==> src/rtl/decode_queue_pkg.sv <==
// rtl/decode_queue_pkg.sv - shared RV32 decode constants and queue entry types
package decode_queue_pkg;

    localparam int OPENUM_W = 6;

    localparam logic [6:0] OPC_LUI       = 7'b0110111;
    localparam logic [6:0] OPC_AUIPC     = 7'b0010111;
    localparam logic [6:0] OPC_JAL       = 7'b1101111;
    localparam logic [6:0] OPC_JALR      = 7'b1100111;
    localparam logic [6:0] OPC_BRANCH    = 7'b1100011;
    localparam logic [6:0] OPC_LOAD      = 7'b0000011;
    localparam logic [6:0] OPC_STORE     = 7'b0100011;
    localparam logic [6:0] OPC_ARITH_IMM = 7'b0010011;
    localparam logic [6:0] OPC_ARITH     = 7'b0110011;
    localparam logic [6:0] OPC_FENCE     = 7'b0001111;
    localparam logic [6:0] OPC_SYSTEM    = 7'b1110011;

    localparam logic [2:0] F3_ADD_SUB = 3'b000;
    localparam logic [2:0] F3_SLL     = 3'b001;
    localparam logic [2:0] F3_SLT     = 3'b010;
    localparam logic [2:0] F3_SLTU    = 3'b011;
    localparam logic [2:0] F3_XOR     = 3'b100;
    localparam logic [2:0] F3_SRL_SRA = 3'b101;
    localparam logic [2:0] F3_OR      = 3'b110;
    localparam logic [2:0] F3_AND     = 3'b111;

    localparam logic [6:0] F7_ZERO   = 7'b0000000;
    localparam logic [6:0] F7_ALT    = 7'b0100000;
    localparam logic [6:0] F7_MULDIV = 7'b0000001;

    localparam logic [OPENUM_W-1:0] OP_NOP    = 6'd0;
    localparam logic [OPENUM_W-1:0] OP_LUI    = 6'd1;
    localparam logic [OPENUM_W-1:0] OP_AUIPC  = 6'd2;
    localparam logic [OPENUM_W-1:0] OP_JAL    = 6'd3;
    localparam logic [OPENUM_W-1:0] OP_JALR   = 6'd4;
    localparam logic [OPENUM_W-1:0] OP_BEQ    = 6'd5;
    localparam logic [OPENUM_W-1:0] OP_BNE    = 6'd6;
    localparam logic [OPENUM_W-1:0] OP_BLT    = 6'd7;
    localparam logic [OPENUM_W-1:0] OP_BGE    = 6'd8;
    localparam logic [OPENUM_W-1:0] OP_BLTU   = 6'd9;
    localparam logic [OPENUM_W-1:0] OP_BGEU   = 6'd10;
    localparam logic [OPENUM_W-1:0] OP_LB     = 6'd11;
    localparam logic [OPENUM_W-1:0] OP_LH     = 6'd12;
    localparam logic [OPENUM_W-1:0] OP_LW     = 6'd13;
    localparam logic [OPENUM_W-1:0] OP_LBU    = 6'd14;
    localparam logic [OPENUM_W-1:0] OP_LHU    = 6'd15;
    localparam logic [OPENUM_W-1:0] OP_SB     = 6'd16;
    localparam logic [OPENUM_W-1:0] OP_SH     = 6'd17;
    localparam logic [OPENUM_W-1:0] OP_SW     = 6'd18;
    localparam logic [OPENUM_W-1:0] OP_ADDI   = 6'd19;
    localparam logic [OPENUM_W-1:0] OP_SLTI   = 6'd20;
    localparam logic [OPENUM_W-1:0] OP_SLTIU  = 6'd21;
    localparam logic [OPENUM_W-1:0] OP_XORI   = 6'd22;
    localparam logic [OPENUM_W-1:0] OP_ORI    = 6'd23;
    localparam logic [OPENUM_W-1:0] OP_ANDI   = 6'd24;
    localparam logic [OPENUM_W-1:0] OP_SLLI   = 6'd25;
    localparam logic [OPENUM_W-1:0] OP_SRLI   = 6'd26;
    localparam logic [OPENUM_W-1:0] OP_SRAI   = 6'd27;
    localparam logic [OPENUM_W-1:0] OP_ADD    = 6'd28;
    localparam logic [OPENUM_W-1:0] OP_SUB    = 6'd29;
    localparam logic [OPENUM_W-1:0] OP_SLL    = 6'd30;
    localparam logic [OPENUM_W-1:0] OP_SLT    = 6'd31;
    localparam logic [OPENUM_W-1:0] OP_SLTU   = 6'd32;
    localparam logic [OPENUM_W-1:0] OP_XOR    = 6'd33;
    localparam logic [OPENUM_W-1:0] OP_SRL    = 6'd34;
    localparam logic [OPENUM_W-1:0] OP_SRA    = 6'd35;
    localparam logic [OPENUM_W-1:0] OP_OR     = 6'd36;
    localparam logic [OPENUM_W-1:0] OP_AND    = 6'd37;
    localparam logic [OPENUM_W-1:0] OP_MUL    = 6'd38;
    localparam logic [OPENUM_W-1:0] OP_MULH   = 6'd39;
    localparam logic [OPENUM_W-1:0] OP_MULHSU = 6'd40;
    localparam logic [OPENUM_W-1:0] OP_MULHU  = 6'd41;
    localparam logic [OPENUM_W-1:0] OP_DIV    = 6'd42;
    localparam logic [OPENUM_W-1:0] OP_DIVU   = 6'd43;
    localparam logic [OPENUM_W-1:0] OP_REM    = 6'd44;
    localparam logic [OPENUM_W-1:0] OP_REMU   = 6'd45;

    typedef struct packed {
        logic [31:0]         pc;
        logic [OPENUM_W-1:0] openum;
        logic [4:0]          rd;
        logic [4:0]          rs1;
        logic [4:0]          rs2;
        logic [31:0]         imm;
        logic                is_jump;
        logic                is_store;
        logic                illegal;
    } entry_t;

endpackage

==> src/rtl/decode_core.sv <==
// rtl/decode_core.sv - combinational RV32I (+optional RV32M) instruction decoder
module decode_core
    import decode_queue_pkg::*;
#(
    parameter int ENABLE_M = 0
) (
    input  logic [31:0]         inst,
    output logic [OPENUM_W-1:0] openum,
    output logic [4:0]          rd,
    output logic [4:0]          rs1,
    output logic [4:0]          rs2,
    output logic [31:0]         imm,
    output logic                is_jump,
    output logic                is_store,
    output logic                illegal
);

    logic [6:0] opcode;
    logic [2:0] f3;
    logic [6:0] f7;

    assign opcode = inst[6:0];
    assign f3     = inst[14:12];
    assign f7     = inst[31:25];
    assign rs1    = inst[19:15];
    assign rs2    = inst[24:20];

    // Classify by opcode/funct fields; any illegal encoding collapses to a NOP with no side effects
    always_comb begin
        openum   = OP_NOP;
        rd       = inst[11:7];
        imm      = 32'd0;
        is_jump  = 1'b0;
        is_store = 1'b0;
        illegal  = 1'b0;
        case (opcode)
            OPC_LUI: begin
                openum = OP_LUI;
                imm    = {inst[31:12], 12'd0};
            end
            OPC_AUIPC: begin
                openum = OP_AUIPC;
                imm    = {inst[31:12], 12'd0};
            end
            OPC_JAL: begin
                openum  = OP_JAL;
                is_jump = 1'b1;
                imm     = {{12{inst[31]}}, inst[19:12], inst[20], inst[30:21], 1'b0};
            end
            OPC_JALR: begin
                openum  = OP_JALR;
                is_jump = 1'b1;
                imm     = {{20{inst[31]}}, inst[31:20]};
                illegal = (f3 != 3'b000);
            end
            OPC_BRANCH: begin
                rd      = 5'd0;
                is_jump = 1'b1;
                imm     = {{20{inst[31]}}, inst[7], inst[30:25], inst[11:8], 1'b0};
                case (f3)
                    3'b000:  openum = OP_BEQ;
                    3'b001:  openum = OP_BNE;
                    3'b100:  openum = OP_BLT;
                    3'b101:  openum = OP_BGE;
                    3'b110:  openum = OP_BLTU;
                    3'b111:  openum = OP_BGEU;
                    default: illegal = 1'b1;
                endcase
            end
            OPC_LOAD: begin
                imm = {{20{inst[31]}}, inst[31:20]};
                case (f3)
                    3'b000:  openum = OP_LB;
                    3'b001:  openum = OP_LH;
                    3'b010:  openum = OP_LW;
                    3'b100:  openum = OP_LBU;
                    3'b101:  openum = OP_LHU;
                    default: illegal = 1'b1;
                endcase
            end
            OPC_STORE: begin
                rd       = 5'd0;
                is_store = 1'b1;
                imm      = {{20{inst[31]}}, inst[31:25], inst[11:7]};
                case (f3)
                    3'b000:  openum = OP_SB;
                    3'b001:  openum = OP_SH;
                    3'b010:  openum = OP_SW;
                    default: illegal = 1'b1;
                endcase
            end
            OPC_ARITH_IMM: begin
                imm = {{20{inst[31]}}, inst[31:20]};
                case (f3)
                    F3_ADD_SUB: openum = OP_ADDI;
                    F3_SLT:     openum = OP_SLTI;
                    F3_SLTU:    openum = OP_SLTIU;
                    F3_XOR:     openum = OP_XORI;
                    F3_OR:      openum = OP_ORI;
                    F3_AND:     openum = OP_ANDI;
                    F3_SLL: begin
                        imm     = {27'd0, inst[24:20]};
                        openum  = OP_SLLI;
                        illegal = (f7 != F7_ZERO);
                    end
                    default: begin
                        imm = {27'd0, inst[24:20]};
                        if (f7 == F7_ZERO)
                            openum = OP_SRLI;
                        else if (f7 == F7_ALT)
                            openum = OP_SRAI;
                        else
                            illegal = 1'b1;
                    end
                endcase
            end
            OPC_ARITH: begin
                if (f7 == F7_ZERO) begin
                    case (f3)
                        F3_ADD_SUB: openum = OP_ADD;
                        F3_SLL:     openum = OP_SLL;
                        F3_SLT:     openum = OP_SLT;
                        F3_SLTU:    openum = OP_SLTU;
                        F3_XOR:     openum = OP_XOR;
                        F3_SRL_SRA: openum = OP_SRL;
                        F3_OR:      openum = OP_OR;
                        default:    openum = OP_AND;
                    endcase
                end else if (f7 == F7_ALT) begin
                    case (f3)
                        F3_ADD_SUB: openum = OP_SUB;
                        F3_SRL_SRA: openum = OP_SRA;
                        default:    illegal = 1'b1;
                    endcase
                end else if (f7 == F7_MULDIV && ENABLE_M != 0) begin
                    case (f3)
                        3'b000:  openum = OP_MUL;
                        3'b001:  openum = OP_MULH;
                        3'b010:  openum = OP_MULHSU;
                        3'b011:  openum = OP_MULHU;
                        3'b100:  openum = OP_DIV;
                        3'b101:  openum = OP_DIVU;
                        3'b110:  openum = OP_REM;
                        default: openum = OP_REMU;
                    endcase
                end else begin
                    illegal = 1'b1;
                end
            end
            OPC_FENCE: begin
                illegal = (f3 != 3'b000);
            end
            default: begin
                illegal = 1'b1;
            end
        endcase
        if (illegal) begin
            openum   = OP_NOP;
            is_jump  = 1'b0;
            is_store = 1'b0;
        end
    end

endmodule

==> src/rtl/decode_queue.sv <==
// rtl/decode_queue.sv - decode-on-push FIFO between fetch and dispatch
module decode_queue
    import decode_queue_pkg::*;
#(
    parameter int DEPTH    = 4,
    parameter int ENABLE_M = 0
) (
    input  logic                       clk_in,
    input  logic                       rst_in,
    input  logic                       rdy_in,
    input  logic                       flush_in,
    input  logic                       in_valid,
    input  logic [31:0]                in_inst,
    input  logic [31:0]                in_pc,
    output logic                       in_ready,
    output logic                       out_valid,
    input  logic                       out_ready,
    output logic [OPENUM_W-1:0]        out_openum,
    output logic [4:0]                 out_rd,
    output logic [4:0]                 out_rs1,
    output logic [4:0]                 out_rs2,
    output logic [31:0]                out_imm,
    output logic [31:0]                out_pc,
    output logic                       out_is_jump,
    output logic                       out_is_store,
    output logic                       out_illegal,
    output logic [$clog2(DEPTH):0]     count
);

    localparam int              AW      = $clog2(DEPTH);
    localparam logic [AW:0]     DEPTH_C = (AW + 1)'(DEPTH);

    entry_t        slots [DEPTH];
    entry_t        new_entry;
    entry_t        head_entry;
    logic [AW-1:0] head;
    logic [AW-1:0] tail;
    logic          push;
    logic          pop;

    decode_core #(
        .ENABLE_M (ENABLE_M)
    ) u_decode (
        .inst     (in_inst),
        .openum   (new_entry.openum),
        .rd       (new_entry.rd),
        .rs1      (new_entry.rs1),
        .rs2      (new_entry.rs2),
        .imm      (new_entry.imm),
        .is_jump  (new_entry.is_jump),
        .is_store (new_entry.is_store),
        .illegal  (new_entry.illegal)
    );
    assign new_entry.pc = in_pc;

    assign in_ready  = (count < DEPTH_C);
    assign out_valid = (count != '0);
    assign push      = in_valid && in_ready && rdy_in && !flush_in;
    assign pop       = out_valid && out_ready && rdy_in && !flush_in;

    assign head_entry   = slots[head];
    assign out_openum   = head_entry.openum;
    assign out_rd       = head_entry.rd;
    assign out_rs1      = head_entry.rs1;
    assign out_rs2      = head_entry.rs2;
    assign out_imm      = head_entry.imm;
    assign out_pc       = head_entry.pc;
    assign out_is_jump  = head_entry.is_jump;
    assign out_is_store = head_entry.is_store;
    assign out_illegal  = head_entry.illegal;

    // Slot storage is never reset; a push in a reset cycle lands but is unreachable
    always_ff @(posedge clk_in) begin
        if (push) begin
            slots[tail] <= new_entry;
        end
    end

    // Pointer and occupancy bookkeeping; reset beats flush, flush beats push/pop
    always_ff @(posedge clk_in) begin
        if (rst_in) begin
            head  <= '0;
            tail  <= '0;
            count <= '0;
        end else if (rdy_in) begin
            if (flush_in) begin
                head  <= '0;
                tail  <= '0;
                count <= '0;
            end else begin
                if (push) begin
                    tail <= tail + AW'(1);
                end
                if (pop) begin
                    head <= head + AW'(1);
                end
                if (push && !pop) begin
                    count <= count + 1'b1;
                end else if (pop && !push) begin
                    count <= count - 1'b1;
                end
            end
        end
    end

endmodule

==> config.mk <==
export PLATFORM = sky130hd
export DESIGN_NAME = decode_queue
export DESIGN_NICKNAME = d
export VERILOG_FILES = /design/src/rtl/decode_queue_pkg.sv /design/src/rtl/decode_core.sv /design/src/rtl/decode_queue.sv
export SDC_FILE = /design/constraint.sdc
export NUM_CORES = 1
export LEC_CHECK = 0
export CAP_MARGIN = 10
export CORE_UTILIZATION = 60
export CTS_CLUSTER_DIAMETER = 120
export DETAILED_ROUTE_END_ITERATION = 10
export PLACE_DENSITY = 0.84
export SETUP_SLACK_MARGIN = 0.5
export SYNTH_ARGS = -nofsm -noshare
export SYNTH_HDL_FRONTEND = slang
export SYNTH_SLANG_ARGS = --single-unit
==> constraint.sdc <==
create_clock -name clk_in -period 8.55 [get_ports clk_in]
set_clock_uncertainty 0.1 [all_clocks]
set_input_delay 1.71 -clock clk_in [delete_from_list [all_inputs] [get_ports clk_in]]
set_output_delay 1.71 -clock clk_in [all_outputs]
set_load 0.01 [all_outputs]
* Yosys cells after proc, flatten, opt, wreduce, memory -nomap -nowiden
Memory sizes are Yosys's and may differ from the RTL's. A register that Yosys moved wholly into a read port is not among the register bits.
Index checks and enable logic that the tools add are counted.
** Storage, ports and cells
- Output and inout bits :: 93
- RAM bits :: 352
- Bits of input ports :: 70
- Logic and storage cells :: 100
- Register bits :: 7
- Memories :: 1
** Memories
- slots :: words 4, width 88, rd ports 1, clocked after memory_dff 1, wr ports 1, line decode_queue.sv:33 : entry_t slots [DEPTH];
** Operators by class
- Equality and inequality tests :: 18
- Reduce and logical (&&, ||, !) cells :: 33
- Order comparisons :: 1
- Multiplexer cells :: 40
- $add $sub $neg :: 4
** Operator list (count)
- 32-bit one-hot mux with 6 select lines :: 1
- 6-bit one-hot mux with 7 select lines :: 2
- 6-bit one-hot mux with 9 select lines :: 1
- 32-bit two-way mux :: 1
- 7-bit by 6-bit == test with 1-bit output (second input constant) :: 4
- 6-bit two-way mux :: 4
- 4-bit one-hot mux with 6 select lines :: 1
- 7-bit == test (second input constant) :: 3
- 4-bit one-hot mux with 5 select lines :: 1
- 5-bit one-hot mux with 3 select lines :: 1
- 7-bit by 5-bit == test with 1-bit output (second input constant) :: 2
- 1-bit two-way mux :: 14
- 3-bit == test (second input constant) :: 4
- 2-bit two-way mux :: 6
- 6-bit one-hot mux with 2 select lines :: 1
- 6-bit OR reduction :: 2
- 5-bit two-way mux :: 2
- 2-bit OR reduction :: 5
- 3-bit two-way mux :: 3
- 3-bit nonzero test :: 3
- 3-bit OR reduction :: 3
- 1-bit logical AND :: 8
- 7-bit by 2-bit == test with 1-bit output (second input constant) :: 1
- 7-bit by 4-bit == test with 1-bit output (second input constant) :: 1
- other kinds (15) :: 22

* Longest topological paths before layout
Gate-level depths: netlist of the first run.
- Word-level depth :: 9
- Depth in mapped cells :: 8
- Mapped depth without buffers :: 7

* Cells and area by module
Synthesis of the first run repeated with hierarchy kept, for this count alone.
** Second synthesis, totals
- Cells, all modules :: 742
- Area, all modules :: 14694.1 sq um
** Modules (own cells, without submodules)
- decode_queue :: instances 1, area each 13301.5 sq um, cells an instance 538, seq. area each 10750.3 sq um
- decode_core :: instances 1, area each 1392.6 sq um, cells an instance 204, seq. area each 0.0 sq um

* Least setup slack after synthesis of the first run
OpenSTA, ideal clock, no wires.
- Path type :: input to register
- From :: input port flush_in
- To :: memory slots[0][0] in the netlist's numbering, enable pin
- Data arrival time :: 4290 ps
- Stages on the path :: 4
- Buffers on the path :: 1
- Required time :: 7993 ps
- Slack :: 3704 ps
- Library setup time :: 457 ps
- Path through :: clkbuf_1 -> nand2b_1 -> nor2_1 -> and2_1
** On the way
- Longest elaborated chain between the ends :: 4
** Ends and longest elaborated chain
- start, declared :: line decode_queue.sv:11 : input logic flush_in,
- 1-bit zero test :: line decode_queue.sv:58 : assign push = in_valid && in_ready && rdy_in && !flush_in;
- 1-bit logical AND :: line decode_queue.sv:58
- 1-bit two-way mux :: line decode_queue.sv:74 : if (push) begin
- 1-bit two-way mux (implied by the code) :: line decode_queue.sv:75 : slots[tail] <= new_entry;
- end, declared :: line decode_queue.sv:33
Every way passes these cells.

==> results of run 1 <==
Yosys cell counts, drive strengths merged, types with 2 or more instances:
library cell and number:
edfxtp 352, mux4 88, nor2 23, buf 22, a21o 21, a21oi 16
o21ai 15, clkbuf 14, nand2 14, inv 12, nor3 12, and2 11
nor2b 10, dfxtp 9, nand2b 8, nand3 7, o22ai 6, a22o 5
a31oi 5, ha 4, or2 4, or3 4, a2111oi 3, a211oi 3
a21boi 3, a22oi 3, a311oi 3, nor3b 3, a2bb2oi 2, a32oi 2
nand4 2, nor4 2, o311ai 2, o31ai 2, or3b 2, xnor2 2
xor2 2
worst max-delay path: stages (launching register included):
cell	delay (ns)
dfxtp_4	0.81
buf_4	0.70
mux4_2	0.63
clkdlybuf4s50_1	0.51
final cells by class:
type / instances / area (um2)
inverters: 13 / 51.3
fillers: 1415 / 6030
repair buffers: 169 / 1670
clock buffers: 49 / 992
multi-input cells: 307 / 3470
flip-flops and latches: 361 / 10800
well taps: 319 / 399
clock inverters: 16 / 173
diodes: 1 / 2.50
logic make-up (layout without fill, tap and decap cells):
kind of cell	Yosys count	count (layout)	share of synthesized area
AO/OA/AOI/OAI	102	102	0.0509
XOR/XNOR	4	4	0.00242
adder cells (fa/ha/maj)	5	5	0.00484
buffers and inverters	49	247	0.0194
flip-flops	361	361	0.742
multiplexers	88	88	0.137
other	0	1	0
AND/OR/NAND/NOR	108	108	0.0436
metrics by stage:
stage	util	worst slack [ns]	instance area (um2)
after floorplan	-	3.70	14500
after global placement	0.694	3.89	16300
after detailed placement	0.694	3.81	16300
after CTS	0.744	3.40	17500
after global routing	0.744	3.27	17500
final	0.744	3.51	17500
routing by layer:
| layer | track usage | up-vias |
|---|---|---|
| li1 | - | 3334 |
| met1 | 0.335 | 3962 |
| met2 | 0.429 | 376 |
| met3 | 0.0672 | 60 |
| met4 | 0.0656 | 2 |
| met5 | 0 | - |
worst min path at each step:
| stage | start | to | slack (ns) | cells after the start |
|---|---|---|---|---|
| after global placement | count[0] | count[0] | 0.39 | 2 |
| after detailed placement | count[0] | count[0] | 0.42 | 2 |
| after floorplan | count[0] | count[0] | 0.40 | 2 |
| after global routing | count[0] | count[0] | 0.45 | 2 |
| final | count[0] | count[0] | 0.43 | 2 |
| after CTS | count[0] | count[0] | 0.43 | 2 |
where the power goes:
group          total, mW  switching [mW]  internal (mW)
logic              0.187          0.0944         0.0928
clock network       1.54           0.627          0.910
registers           1.96         0.00783           1.95
registers in the layout, indices dropped and copies added (netlist names), named ones only:
signal and count:
count 3, head 2, tail 2, slots 352
==> impl_results.md, run 1 <==
* Status: completed
* Setup violators final at 0
* Total chip power at between 3 and 4 mW
* Antenna-violating nets left at 0
* Hold Slack at 0.430 ns
* CTS tree: built
* CP Capture Type: output port
* Predominant post-synthesis flop cell: edfxtp_1
* CP startpoint kind: register
* First-pass DRT Iterations at 7
* Core box area at about 24000 um2
* Worst reg2reg path depth at 4
* Max-Cap Viols at 0
* Critical path arrival at about 3.2 ns
* Minimum clock period at roughly 5.0 ns
* Flops & latches, synth at 361
* CTS Buffer Depth at 3
* Final cell count without fillers at around 1200
* WL met1 at between 10000 and 15000 um
* # resized after CTS at 0
* Synthesized area per cell at 20.2 um2
* Share of cells above drive strength 1 at 0.180
* Worst-path clk slew at 0.06 ns
* Cell count after synthesis at about 700
* CTS Sinks at between 300 and 400
* P per Cell Area at between 200 and 250 nW/um2
* Final hold vios at 0
* Synth-to-layout area growth at 20.9%
* Die area at roughly 25000 um2
* Pins Over Slew Limit at 0
* Met3 WL at 2770 um
* Final setup TNS at 0 ns
* Synth async-reset ratio at 0
* Drt drc at 0
* Synthesis warning total at 0
* Worst-Margin Slew at about 1.2 ns
* Number of synthesized flops with an enable pin at ~350
* Root buffer cell: clkbuf_16
* Initial DRC count at ~820
* Synth top area cells: edfxtp_1 (73%), mux4_2 (14%), dfxtp_1 (1.2%)
* GRT Total Usage at 0.256
* H-tree levels at 2
* Reg2reg setup slack at just under 6 ns
* Uppermost layer routed: met5
* Commonest non-fill, non-tap cell in the layout: edfxtp_1
* Hold_buf cts at 0
* Initial antenna violation count at 2
* Cell row count at 56
* Global route overflow at 0
* Static Leak at ~5.5 nW
* Synth top area share at 0.730
* Largest net degree at the start of global routing at 64
* Critical Path Fanout Max at 35
* Initial Utilization at 0.615
* Nets at about 960
* CP endpoint: out_imm[9]
* Slew HR at 0.211
* Highest ir drop seen on vdd at 0.000150 V
* Min-delay worst type: reg -> reg
* Inserted Clock Buffers at 37
* Syn Std Cell Area at ~14000 um2
* Part of the cycle the worst path needs at 0.589
* Dpl hpwl at ~19000 um
* Vias in the first global route at 8095
* Final wirelength at a little over 30000 um
* Routed wire per std cell at 24.6 um
* Yosys top cell by area: edfxtp_1
* Via count at about 7700
* Die Wd at 157 um
* # IOs at between 150 and 200
* Worst setup path class: reg -> out
* Worst-Skew Late Latency at about 0.5 ns
* Met2 wire len at 15300 um
* GPL Wtd Cong at 0.985
* Sequential-to-total area share from yosys stat at 0.742
* RSZ-0062 raised after global routing: no
* F_max at between 150 and 200 MHz
* Netlist cell types at 73
* Die Y at around 160 um
* Most frequent cells in the layout: edfxtp_1 (352), clkdlybuf4s50_1 (162), mux4_2 (88)
* Post-Place Cells at 1169
* First-pass GRT wire length at 46400 um
* CP required at a little under 7 ns
* Number of port buffers at roughly 160
* Worst r2r src: count[2]
* Synthesized net count at 792
* Routed vias/inst at between 6 and 7
* Crit Reg-Reg Endpoint: slots[3][20]
* Post-CTS Setup Repair Bufs at 0
Note: power is estimated with default switching activity, not from simulation.
==> inputs of run 2 (changes only) <==
--- a/config.mk
+++ b/config.mk
@@ -6,10 +6,10 @@
 export NUM_CORES = 1
 export LEC_CHECK = 0
 export CAP_MARGIN = 10
-export CORE_UTILIZATION = 60
+export CORE_UTILIZATION = 51
 export CTS_CLUSTER_DIAMETER = 120
 export DETAILED_ROUTE_END_ITERATION = 10
-export PLACE_DENSITY = 0.84
+export PLACE_DENSITY = 0.76
 export SETUP_SLACK_MARGIN = 0.5
 export SYNTH_ARGS = -nofsm -noshare
 export SYNTH_HDL_FRONTEND = slang
==> constraint.sdc (replaced) <==
create_clock -name clk_in -period 4.4 [get_ports clk_in]
set_clock_uncertainty 0.1 [all_clocks]
set_input_delay 0.88 -clock clk_in [delete_from_list [all_inputs] [get_ports clk_in]]
set_output_delay 0.88 -clock clk_in [all_outputs]
set_load 0.01 [all_outputs]
==> run 2 against run 1 <==
Effect of this change:
- power is 94% higher
- first-iteration DRC count is 12% lower
- register-to-register slack worse by 3.8 ns
- via count is 1.7% lower
- routed wire length is 0.60% higher
- die area is 17% higher
- worst hold slack worse by 0.0061 ns
- critical path type unchanged
- largest power group unchanged
==> impl_results.md, run 2 (synthesized netlist as in run 1, its figures left out) <==
* Status: completed
* CTS tree: built
* Critical path arrival at around 2.7 ns
* Routed vias/inst at approximately 5.8
* H-tree levels at 2
* Highest ir drop seen on vdd at approximately 0.00028 V
* Commonest non-fill, non-tap cell in the layout: edfxtp_1
* Number of port buffers at approximately 160
* Initial antenna violation count at 1
* Min-delay worst type: reg -> reg
* Internal Pwr Total at about 5.7 mW
* Die Wd at roughly 170 um
* CP startpoint kind: register
* Slew HR at 0.521
* Most frequent cells in the layout: edfxtp_1 (352), clkdlybuf4s50_1 (162), mux4_2 (88)
* Via count at between 7000 and 8000
* Drt drc at 0
* Minimum clock period at between 3 and 4 ns
* Die Y at roughly 170 um
* Die area at 29100 um2
* Reg with most FFs: slots
* First-pass GRT wire length at ~47000 um
* Share of cells above drive strength 1 at 0.197
* Final setup TNS at 0 ns
* Core box area at between 20000 and 30000 um2
* CP Capture Type: output port
* Synth-to-layout area growth at 22.9%
* Pins Over Slew Limit at 0
* Worst reg2reg path depth at 4
* Critical Path Fanout Max at 24
* Setup violators final at 0
* F_max at around 270 MHz
* Worst-path clk slew at ~0.06 ns
* GPL Wtd Cong at 0.891
* Final wirelength at a little over 30000 um
* Worst setup path class: reg -> out
* First-pass DRT Iterations at 5
* CTS Buffer Depth at 3
* Max-Cap Viols at 0
* Hold EP: count[0]
* Largest net degree at the start of global routing at 43
* Worst r2r src: count[2]
* Hold_buf cts at 0
* Worst-Margin Slew at about 0.72 ns
* Min-delay src: count[0]
* Crit Reg-Reg Endpoint: slots[0][20]
* Static Leak at between 5 and 6 nW
* CTS Sinks at 361
* P per Cell Area at 403 nW/um2
* Antenna-violating nets left at 0
* Post-CTS Setup Repair Bufs at 0
* Hold Crit Depth at 2
* Sw Pwr at 1.44 mW
* Part of the cycle the worst path needs at 0.829
* Initial DRC count at between 700 and 800
* Vias in the first global route at between 7000 and 8000
* # resized after CTS at 0
* Biggest regs: slots (352), count (3)
* Final hold vios at 0
* Reg2reg setup slack at between 2 and 2.5 ns
* GRT Total Usage at 0.215
* Seq pwr share at 0.531
* Nets at slightly below 1000
* # IOs at between 150 and 200
* ANT cells at 0
* CP required at 3.42 ns
* Inserted Clock Buffers at 37
* Max reg flops at 352
* Worst-Skew Late Latency at 0.51 ns
* Switching Fraction at 0.200
* Comb power frac at 0.053
* Root buffer cell: clkbuf_16
* Initial Utilization at 0.520
* Part of the power in the clock network at 0.416
* Dpl hpwl at between 15000 and 20000 um
* RSZ-0062 raised after global routing: no
* Cell row count at 61
* Global route overflow at 0
* Fin util at 0.639
* Routed wire per std cell at between 20 and 25 um
## run 2: changes by cell type in the layout (fill, tap and decap cells not counted), moves of 2 or more
cell and change:
clkinvlp_4 -2, buf_12 +8, clkinv_2 +3, inv_6 +3
buf_4 +9
## run 2: how the worst max path moves through the flow
stage / start / end / slack, ns / depth (start not counted)
global route: register / out_pc[3] / 0.57 / 3
CTS: register / out_pc[4] / 0.66 / 3
global placement: in_inst[1] / slots[1][16] / 0.82 / 6
detailed placement: in_inst[5] / slots[3][52] / 0.75 / 6
finish: register / out_pc[3] / 0.75 / 3
floorplan: flush_in / slots[0][0] / 1.36 / 4
## run 2: power by group through the flow
stage | clock network (mW) | registers, mW | logic, mW
after global routing | 3.17 | 3.81 | 0.406
after floorplan | 0 | 3.88 | 0.170
final | 2.98 | 3.81 | 0.378
after detailed placement | 0 | 3.88 | 0.378
after CTS | 3.04 | 3.81 | 0.381
after global placement | 0 | 3.88 | 0.378
## run 2: metrics by stage
stage / cell area, um2 / total power, mW / worst slack [ns] / hold WS [ns] / cells
6_report: 17800 / 7.17 / 0.750 / 0.424 / 1312
5_1_grt: 17800 / 7.39 / 0.565 / 0.475 / 1312
4_1_cts: 17800 / 7.23 / 0.656 / 0.430 / 1312
3_5_place_dp: 16600 / 4.26 / 0.751 / 0.418 / 1245
3_3_place_gp: 16600 / 4.26 / 0.820 / 0.408 / 1245
2_1_floorplan: 14500 / 4.05 / 1.36 / 0.403 / 717
## run 2: per-layer routing
metal / routed length (um) / GRT usage / share of wire
met1: 13400 / 0.302 / 0.44
met3: 1830 / 0.0433 / 0.060
met2: 14800 / 0.346 / 0.48
met4: 574 / 0.0576 / 0.019
met5: 14 / 0 / 0.00046
## run 2: area by class of cell
cell class | count | area (um2)
Clock inverter | 18 | 148
Inverter | 13 | 51.3
Sequential cell | 361 | 10800
Clock buffer | 49 | 1010
Multi-Input combinational cell | 307 | 3470
Fill cell | 1947 | 10000
Tap cell | 378 | 473
Timing Repair Buffer | 186 | 1900
## run 2: critical path: stages, from the launching register on
cell             delay (ns)
dfxtp_4                0.68
buf_4                  0.39
mux4_2                 0.54
clkdlybuf4s50_1        0.52
